--- config.mk ---
export PLATFORM = sky130hd
export DESIGN_NAME = lu_pipe_flat
export DESIGN_NICKNAME = d
export VERILOG_FILES = /design/src/rtl/lu_pkg.sv /design/src/rtl/lu_if.sv /design/src/rtl/lu_core.sv /design/src/rtl/lu_pipe.sv /design/src/flat_wrapper.sv
export SDC_FILE = /design/constraint.sdc
export NUM_CORES = 1
export LEC_CHECK = 0
export ABC_AREA = 1
export CORE_AREA = 2 2 81 114
export CTS_BUF_LIST = sky130_fd_sc_hd__clkbuf_2
export CTS_CLUSTER_DIAMETER = 40
export DETAILED_ROUTE_END_ITERATION = 8
export DIE_AREA = 0 0 83 116
export GPL_TIMING_DRIVEN = 0
export MAX_ROUTING_LAYER = met4
export SLEW_MARGIN = 10
export SYNTH_ARGS = -nofsm -noshare
export SYNTH_HDL_FRONTEND = slang
export SYNTH_SLANG_ARGS = --single-unit
--- constraint.sdc ---
create_clock -name clk -period 1.45 [get_ports clk]
set_clock_uncertainty 0.2 [all_clocks]
set_input_delay 0.29 -clock clk [delete_from_list [all_inputs] [get_ports clk]]
set_output_delay 0.29 -clock clk [all_outputs]
set_load 0.05 [all_outputs]
--- src/rtl/lu_pkg.sv ---
// Shared definitions for the lu_pipe logic unit: operation encoding.
package lu_pkg;

    typedef logic [1:0] lu_op_t;

    localparam lu_op_t LU_OP_AND = 2'b00;
    localparam lu_op_t LU_OP_OR  = 2'b01;
    localparam lu_op_t LU_OP_XOR = 2'b10;
    localparam lu_op_t LU_OP_NOT = 2'b11;

endpackage

--- src/rtl/lu_if.sv ---
// Operand/result handshake bundle for lu_pipe. The slave modport is the
// logic unit's view; the master modport is the producer/consumer side.
interface lu_if
    import lu_pkg::*;
#(
    parameter int unsigned WIDTH = 8
) ();

    logic             in_valid;
    logic             in_ready;
    logic [WIDTH-1:0] a;
    logic [WIDTH-1:0] b;
    lu_op_t           op;
    logic             acc_sel;
    logic             acc_wr;
    logic             out_valid;
    logic             out_ready;
    logic [WIDTH-1:0] g;
    logic             zero;
    logic             parity;

    modport master (
        output in_valid, a, b, op, acc_sel, acc_wr, out_ready,
        input  in_ready, out_valid, g, zero, parity
    );

    modport slave (
        input  in_valid, a, b, op, acc_sel, acc_wr, out_ready,
        output in_ready, out_valid, g, zero, parity
    );

endinterface

--- src/rtl/lu_core.sv ---
// Combinational bitwise operator: AND, OR, XOR or NOT of operand A.
module lu_core
    import lu_pkg::*;
#(
    parameter int unsigned WIDTH = 8
) (
    input  logic [WIDTH-1:0] i_op_a,
    input  logic [WIDTH-1:0] i_b,
    input  lu_op_t           i_op,
    output logic [WIDTH-1:0] o_g_next
);

    // Select the operation; b is ignored for NOT.
    always_comb begin
        o_g_next = '0;
        unique case (i_op)
            LU_OP_AND: o_g_next = i_op_a & i_b;
            LU_OP_OR:  o_g_next = i_op_a | i_b;
            LU_OP_XOR: o_g_next = i_op_a ^ i_b;
            LU_OP_NOT: o_g_next = ~i_op_a;
            default:   o_g_next = '0;
        endcase
    end

endmodule

--- src/rtl/lu_pipe.sv ---
// Two-stage pipelined logic unit with an internal accumulator that can stand
// in for operand A. A single global stall (adv) moves both stages together.
// Optional zero/parity flags are built when LU_FLAGS_EN is defined; otherwise
// both flags are tied low.
module lu_pipe
    import lu_pkg::*;
#(
    parameter int unsigned WIDTH = 8
) (
    input logic clk,
    input logic rst,
    lu_if.slave bus
);

    logic             w_adv;
    logic [WIDTH-1:0] w_op_a;
    logic [WIDTH-1:0] w_g_next;

    logic             r_s1_valid;
    logic [WIDTH-1:0] r_s1_a;
    logic [WIDTH-1:0] r_s1_b;
    lu_op_t           r_s1_op;
    logic             r_s1_acc_sel;
    logic             r_s1_acc_wr;

    logic             r_s2_valid;
    logic [WIDTH-1:0] r_s2_g;

    logic [WIDTH-1:0] r_acc;

    assign w_adv        = !r_s2_valid || bus.out_ready;
    assign bus.in_ready = w_adv;

    // acc is written on the same edge the writing beat leaves S1, so the beat
    // now entering S1 always reads the updated value without forwarding.
    assign w_op_a = r_s1_acc_sel ? r_acc : r_s1_a;

    lu_core #(
        .WIDTH (WIDTH)
    ) u_core (
        .i_op_a   (w_op_a),
        .i_b      (r_s1_b),
        .i_op     (r_s1_op),
        .o_g_next (w_g_next)
    );

    // Stage 1: capture the offered beat whenever the pipe advances.
    always_ff @(posedge clk) begin
        if (rst) begin
            r_s1_valid   <= 1'b0;
            r_s1_a       <= '0;
            r_s1_b       <= '0;
            r_s1_op      <= LU_OP_AND;
            r_s1_acc_sel <= 1'b0;
            r_s1_acc_wr  <= 1'b0;
        end else if (w_adv) begin
            r_s1_valid   <= bus.in_valid;
            r_s1_a       <= bus.a;
            r_s1_b       <= bus.b;
            r_s1_op      <= bus.op;
            r_s1_acc_sel <= bus.acc_sel;
            r_s1_acc_wr  <= bus.acc_wr;
        end
    end

    // Stage 2: register the result; g is don't-care for bubbles.
    always_ff @(posedge clk) begin
        if (rst) begin
            r_s2_valid <= 1'b0;
            r_s2_g     <= '0;
        end else if (w_adv) begin
            r_s2_valid <= r_s1_valid;
            r_s2_g     <= w_g_next;
        end
    end

    // Accumulator: only real beats with acc_wr update it, and only on advance.
    always_ff @(posedge clk) begin
        if (rst) begin
            r_acc <= '0;
        end else if (w_adv && r_s1_valid && r_s1_acc_wr) begin
            r_acc <= w_g_next;
        end
    end

    assign bus.out_valid = r_s2_valid;
    assign bus.g         = r_s2_g;

`ifdef LU_FLAGS_EN
    logic r_s2_zero;
    logic r_s2_parity;

    // Flags are derived from g_next so they stay aligned with g in S2.
    always_ff @(posedge clk) begin
        if (rst) begin
            r_s2_zero   <= 1'b0;
            r_s2_parity <= 1'b0;
        end else if (w_adv) begin
            r_s2_zero   <= (w_g_next == '0);
            r_s2_parity <= ^w_g_next;
        end
    end

    assign bus.zero   = r_s2_zero;
    assign bus.parity = r_s2_parity;
`else
    assign bus.zero   = 1'b0;
    assign bus.parity = 1'b0;
`endif

endmodule

--- src/flat_wrapper.sv ---
// flat-port wrapper written by rule: the top's interface ports become plain ports
module lu_pipe_flat import lu_pkg::*;
#(
    parameter int unsigned WIDTH = 8
)
  (clk, rst, bus_in_valid, bus_a, bus_b, bus_op, bus_acc_sel, bus_acc_wr, bus_out_ready, bus_in_ready, bus_out_valid, bus_g, bus_zero, bus_parity);
  lu_if #(.WIDTH(WIDTH)) bus_i ();
  input logic clk;
  input logic rst;
  input wire logic [$bits(bus_i.in_valid)-1:0] bus_in_valid;
  input wire logic [$bits(bus_i.a)-1:0] bus_a;
  input wire logic [$bits(bus_i.b)-1:0] bus_b;
  input wire logic [$bits(bus_i.op)-1:0] bus_op;
  input wire logic [$bits(bus_i.acc_sel)-1:0] bus_acc_sel;
  input wire logic [$bits(bus_i.acc_wr)-1:0] bus_acc_wr;
  input wire logic [$bits(bus_i.out_ready)-1:0] bus_out_ready;
  output wire logic [$bits(bus_i.in_ready)-1:0] bus_in_ready;
  output wire logic [$bits(bus_i.out_valid)-1:0] bus_out_valid;
  output wire logic [$bits(bus_i.g)-1:0] bus_g;
  output wire logic [$bits(bus_i.zero)-1:0] bus_zero;
  output wire logic [$bits(bus_i.parity)-1:0] bus_parity;
  assign bus_i.in_valid = bus_in_valid;
  assign bus_i.a = bus_a;
  assign bus_i.b = bus_b;
  assign bus_i.op = bus_op;
  assign bus_i.acc_sel = bus_acc_sel;
  assign bus_i.acc_wr = bus_acc_wr;
  assign bus_i.out_ready = bus_out_ready;
  assign bus_in_ready = bus_i.in_ready;
  assign bus_out_valid = bus_i.out_valid;
  assign bus_g = bus_i.g;
  assign bus_zero = bus_i.zero;
  assign bus_parity = bus_i.parity;
  lu_pipe #(.WIDTH(WIDTH)) u_core (.clk(clk), .rst(rst), .bus(bus_i));
endmodule
==> metrics.md, run 1 <==
| Metric | Value |
|---|---|
| Outcome | finished with violations |
| Failing checks | negative setup slack |
| Port bufs | 32 |
| IO Pins | 36 |
| Final worst-path setup slack | -0.3163 ns |
| Critical path cell sequence | buf_12 -> inv_16 -> buf_6 -> nand2_4 -> nand2_4 -> inv_4 -> ha_4 -> nand3_2 -> nand2_2 -> inv_2 -> nand4_1 -> nand2_1 -> inv_1 |
| Post-layout min period | about 1.8 ns |
| Critical Path Start Type | flip-flop |
| Gpl congestion | about 0.82 |
| Starting Density | approximately 25% |
| RSZ-0062 raised after global routing | yes |
| Hold depth | 5 |
| Vias per cell | approximately 4.4 |
| Hold endpoint | u_core.r_s1_acc_sel$_SDFFE_PP0N_ |
| IR drop worst, VDD | 0.2690 mV |
| Average size of a mapped cell | 6.811 sq um |
| Syn Inst Count | just over 300 |
| Row count | 40 |
| Crit-path max FO | 5 |
| Worst reg-to-reg setup slack | -0.32 ns |
| Max clock buf depth | 2 |
| Gr usage total | between 10% and 20% |
| Final slew viol count | 0 |
| Unique masters post-synth | 21 |
| Core area | between 8000 and 9000 sq um |
| Synth Cell Area | 2118 sq um |
| Crit path kind | flip-flop to flip-flop |
| Number of max-cap violations | 0 |
| Worst-Skew Late Latency | ~0.42 ns |
| P_int | approximately 0.0017 W |
| Floorplan die width | 83 um |
| Die area | slightly below 10000 sq um |
| Detail Placement HPWL | about 4000 um |
| DR DRC count | 0 |
| Chip height | about 120 um |
| Clk pwr share | between 10% and 20% |
| Crit-path slowest cell | dfxtp_4 |
| Num CTS Buffers | 5 |
| Most used cell, CP | nand2_4 |
| Crit end category | flip-flop |
| Final worst-path cycle share | 121.8% |
| Clock transition at path regs | 0.19 ns |
| Synth Register Bits | 38 |
| Iteration-0 DRC count of the detailed router | between 100 and 150 |
| Ranking of synthesized cells by area | dfxtp_1, inv_1, nand2_1 |
| RR Startpoint | u_core.r_s1_acc_sel$_SDFFE_PP0N_ |
| Post-synthesis sequential area ratio | between 30% and 40% |
| Clk sinks | 38 |
| Antenna violations before repair | 1 |
| Placed cell areas | 2596 sq um |
| Sequential share of power | 46.2% |
| Vias in the first global route | roughly 2100 |
| DRT Wirelength | slightly above 6000 um |
| Gr ovfl total | 0 |
| Reg2reg path depth | 13 |
| Root Driver | clkbuf_2 |
| Post-route antenna net violation count | 0 |
| Worst hold path type | primary input to flip-flop |
| Final setup vio count | 18 |
| Switching Fraction | between 30% and 40% |
| CP max stage delay | approximately 0.4 ns |
| Total of warnings raised by yosys | 0 |
| Synth top area share | a little over a third |
| Layout cells sized above 1 | 38.26% |
| Critical Path RT | 1.63 ns |
| Final hold vios | 0 |
| Via count | approximately 2100 |
| Crit Reg-Reg Endpoint | u_core.bus.g[2]$_SDFFE_PP0N_ |
| Area of the multi-input gates | about 1400 sq um |
| Area growth from synthesis to final layout | 61.19% |
| Static Leakage | between 1.5 and 2 nW |
| Drt wl/cell | 12.69 um |
| Crit path DAT | approximately 1.9 ns |
| Pre-CTS setup slack | -1.106 ns |
| P_sw | around 0.00091 W |
| Logic gate share of total power | 33.9% |
| Fillers | between 800 and 900 |
| Hold Startpoint | rst |
| Drt pass-1 iters | 5 |
| Global-route wire length before repair | slightly below 10000 um |
| Synth area leader | dfxtp_1 |
| Design Power | around 0.0026 W |
| Post-Layout Inst Area | approximately 3400 sq um |
| Pin count of the biggest net entering global routing | 12 |
| CTS tree | yes |
| FF+latch area | 778.2 sq um |
| Highest clock rate | around 0.57 GHz |
| PwrDens | 754.0 nW/um^2 |
| H-tree level count | 2 |
| # nets final | ~420 |
[power by group through the flow]
| stage | registers (W) | clock network, W | logic [W] |
|---|---|---|---|
| 2_1_floorplan | 0.00125 | 0 | 0.000312 |
| 3_3_place_gp | 0.00118 | 0 | 0.000571 |
| 3_5_place_dp | 0.00118 | 0 | 0.000581 |
| 4_1_cts | 0.00118 | 0.000521 | 0.000770 |
| 5_1_grt | 0.00120 | 0.000568 | 0.000949 |
| 6_report | 0.00119 | 0.000511 | 0.000874 |
[stage by stage]
stage	cells	setup TNS [ns]	hold WS [ns]	utilization [%]
final	485	-4.025	0.1097	39.90
after global routing	485	-5.933	0.09753	39.90
after CTS	477	-3.871	0.1035	36.75
after detailed placement	449	-14.77	0.2717	30.34
after global placement	449	-14.18	0.2644	30.34
after floorplan	312	-1.626	0.2376	-
[cell type report]
class | instances | area share, %
Multi-Input combinational cell | 195 | 41.70
Sequential cell | 38 | 22.79
Timing Repair Buffer | 59 | 18.76
Inverter | 64 | 7.805
Tap cell | 105 | 3.848
Buffer | 14 | 3.371
Clock buffer | 8 | 1.173
Timing Repair inverter | 1 | 0.4764
Antenna cell | 1 | 0.07329
[layout by cell type, fill, tap and decap left out, types with 2 or more instances in the layout]
cell,netlist,final
ha_4,0,11
dfxtp_1,38,28
nand3_2,0,10
nand3_1,24,14
nor2_1,34,33
nor2_4,2,2
nand2_8,0,5
buf_12,0,2
dfxtp_2,0,8
inv_4,0,4
dfxtp_4,0,2
o21ai_0,27,27
a21oi_1,12,12
buf_6,2,7
conb_1,1,2
buf_8,0,12
buf_2,6,2
nand2_2,0,14
clkbuf_2,0,8
buf_4,6,24
inv_1,60,44
nand2_1,58,26
clkinv_1,2,2
inv_2,2,13
nand4_1,16,16
nand2_4,0,13
ha_1,16,5
clkdlybuf4s50_1,0,22
nor2_2,1,2
[Yosys cell counts, drive strengths merged]
| master | n |
|---|---|
| a21oi | 13 |
| buf | 14 |
| clkbuf | 1 |
| clkinv | 2 |
| conb | 1 |
| dfxtp | 38 |
| ha | 16 |
| inv | 62 |
| nand2 | 58 |
| nand3 | 24 |
| nand4 | 16 |
| nor2 | 37 |
| o21ai | 29 |
[sequential cells by signal, summed over array words and instances, names as in the netlist]
signal,cells
u_core.r_s1_a,8
u_core.r_s1_b,8
u_core.r_s1_op,2
u_core.r_s1_acc_sel,1
u_core.bus.out_valid,1
u_core.bus.g,8
u_core.r_acc,8
u_core.r_s1_acc_wr,1
u_core.r_s1_valid,1
[kinds of logic (layout without fill, tap and decap cells)]
group	after synthesis	count (layout)	share of synthesized area (%)
AND/OR/NAND/NOR	135	135	28.06
buffers and inverters	79	146	16.13
AO/OA/AOI/OAI	42	42	10.28
flip-flops	38	38	35.91
adder cells (fa/ha/maj)	16	16	9.451
other	1	3	0.1770
[how the worst max path moves through the flow]
stage / cells past startpoint / to / start
floorplan: 12 / u_core.bus.g[1]$_SDFFE_PP0N_ / u_core.r_s1_acc_sel$_SDFFE_PP0N_
finish: 13 / u_core.bus.g[2]$_SDFFE_PP0N_ / u_core.r_s1_acc_sel$_SDFFE_PP0N_
detailed placement: 5 / bus_in_ready / bus_out_ready
global route: 13 / u_core.bus.g[2]$_SDFFE_PP0N_ / u_core.r_s1_acc_sel$_SDFFE_PP0N_
CTS: 5 / bus_in_ready / u_core.bus.out_valid$_SDFFE_PP0N_
global placement: 5 / bus_in_ready / bus_out_ready
[per-layer routing]
metal	vias to the layer above	wire (um)	track usage (%)
met5	-	0	-
met4	0	227	7.322
met1	977	2413	12.94
li1	1100	-	-
met2	50	3338	23.87
met3	18	174	2.422
[repair_timing]
action	4_1_cts	5_1_grt
hold endpoints to repair	9	0
gates cloned	1	1
buffers inserted	19	8
resized for setup	154	54
endpoints found under the setup margin	26	42
pin swaps	36	27
hold buffers	1	0
[critical path: cells and delay by family (launching register included)]
kind,cells,cell delay (ns)
fa+ha+maj,1,0.25
buf+inv,6,0.45
flops,1,0.40
simple gates,6,0.41
(Power assumes the default switching activity.)
==> run 2, diff against run 1 <==
--- a/config.mk
+++ b/config.mk
@@ -13,7 +13,7 @@
 export DIE_AREA = 0 0 83 116
 export GPL_TIMING_DRIVEN = 0
 export MAX_ROUTING_LAYER = met4
-export SLEW_MARGIN = 10
+export SLEW_MARGIN = 20
 export SYNTH_ARGS = -nofsm -noshare
 export SYNTH_HDL_FRONTEND = slang
 export SYNTH_SLANG_ARGS = --single-unit
==> results of run 2 <==
Same layout as run 1: the final DEF is identical, and so are final timing and power.
==> patch (flow settings as in run 2) <==
Build with the macro `LU_FLAGS_EN` defined.
--- a/src/rtl/lu_pipe.sv
+++ b/src/rtl/lu_pipe.sv
@@ -4,2 +4,4 @@
 // both flags are tied low.
+`define LU_FLAGS_EN
+
 module lu_pipe
Function: changed (Yosys sat finds a counterexample within 4 cycles, from zero or initial values and one cycle with rst high).
==> patch against run 2 <==
The run still ends with negative setup slack left; final area increased by 14%; sequential cell count increased by 2; worst setup slack got worse by 620 ps; area after synthesis increased by 7.1%; routed wire length increased by 30%; first-iteration DRC count decreased by 13%; combinational power increased by 46%; total power increased by 19%; largest cell class unchanged.
==> patch: results (changes against run 2) <==
* Outcome: complete, but fails checks (unchanged)
* Failing checks: negative setup slack (unchanged)
* GRT Overall Usage at 16.6% (was 13.0%)
* I/O Buffers at 34 (was 32)
* Clk_lat worst skew at 460 ps (was 420 ps)
* Peak VDD IR at 607 uV (was 269 uV)
* Met3 routed WL at 293 um (was 174 um)
* Ant diodes at 0 (was 1)
* Vias in the first global route at 2,552 (was 2,073)
* Met1 Usage GRT at 14.6% (was 12.9%)
* CP arrival at 2520 ps (was 1940 ps)
* Met2 Usage GRT at 32.7% (was 23.9%)
* Leakage power at 1.78 nW (was 1.63 nW)
* Cells on Worst Hold Path at 4 (was 5)
* M3 GR Usage at 2.92% (was 2.42%)
* Hold_ws at 0.632 ps (was 110 ps)
* R2R depth at 14 (was 13)
* Net Sw Frac at 37.0% (was 35.2%)
* Synth area leaders: dfxtp_1, ha_1, nand2_1 (was dfxtp_1, inv_1, nand2_1)
* Vias at 2,493 (was 2,145)
* Setup-failing EPs final at 43 (was 18)
* Fin nets at 456 (was 418)
* Post-CTS setup buffers at 32 (was 19)
* Per-cell routed wire length at 15.4 um (was 12.7 um)
* PnR worst setup slack at -938 ps (was -316 ps)
* Initial antenna violation count at 0 (was 1)
* Design Power at 0.00307 W (was 0.00257 W)
* Hold EP: u_core.r_acc[6] (was u_core.r_s1_acc_sel)
* Post-route insts no fill at 518 (was 485)
* Reg clk slew, reported paths at 240 ps (was 190 ps)
* CP delay by family, top: simple AND/OR/NAND/NOR gates (was buffers and inverters)
* Post-CTS Resized at 219 (was 154)
* Routed metal-1 wirelength at 2870 um (was 2410 um)
* Placed inst area at 2790 um^2 (was 2600 um^2)
* Met2 wire len at 4430 um (was 3340 um)
* Flop pwr share at 41.2% (was 46.2%)
* First-pass GRT wire length at 12,100 um (was 9630 um)
* Initial DRC Count at 123 (was 141)
* Sequential element share of the synthesized area at 35.3% (was 35.9%)
patch: cell types whose count changed after synthesis, moves of 3 or more:
| cell | before | now |
|---|---|---|
| a21oi_1 | 12 | 17 |
| and3_1 | 0 | 7 |
| buf_2 | 6 | 9 |
| nand3_1 | 24 | 15 |
| nand3b_1 | 0 | 7 |
| buf_4 | 6 | 2 |
| o21ai_1 | 1 | 8 |
| inv_1 | 60 | 51 |
| ha_1 | 16 | 20 |
| o21ai_0 | 27 | 24 |
patch: area by class of cell:
type	count	area [um^2]
Sequential cell	40	820
Tap cell	105	131
Clock inverter	1	3.75
Timing Repair inverter	1	16.3
Buffer	13	123
Inverter	55	219
Timing Repair Buffer	83	860
Fill cell	786	4670
Clock buffer	7	35.0
Multi-Input combinational cell	213	1680
patch: kinds of logic after synthesis:
| group | synth area share (%) |
|---|---|
| simple gates | 28.8 |
| buf+inv | 13.0 |
| compound gates | 11.1 |
| flops | 35.3 |
| fa+ha+maj | 11.0 |
| xor+xnor | 0.772 |
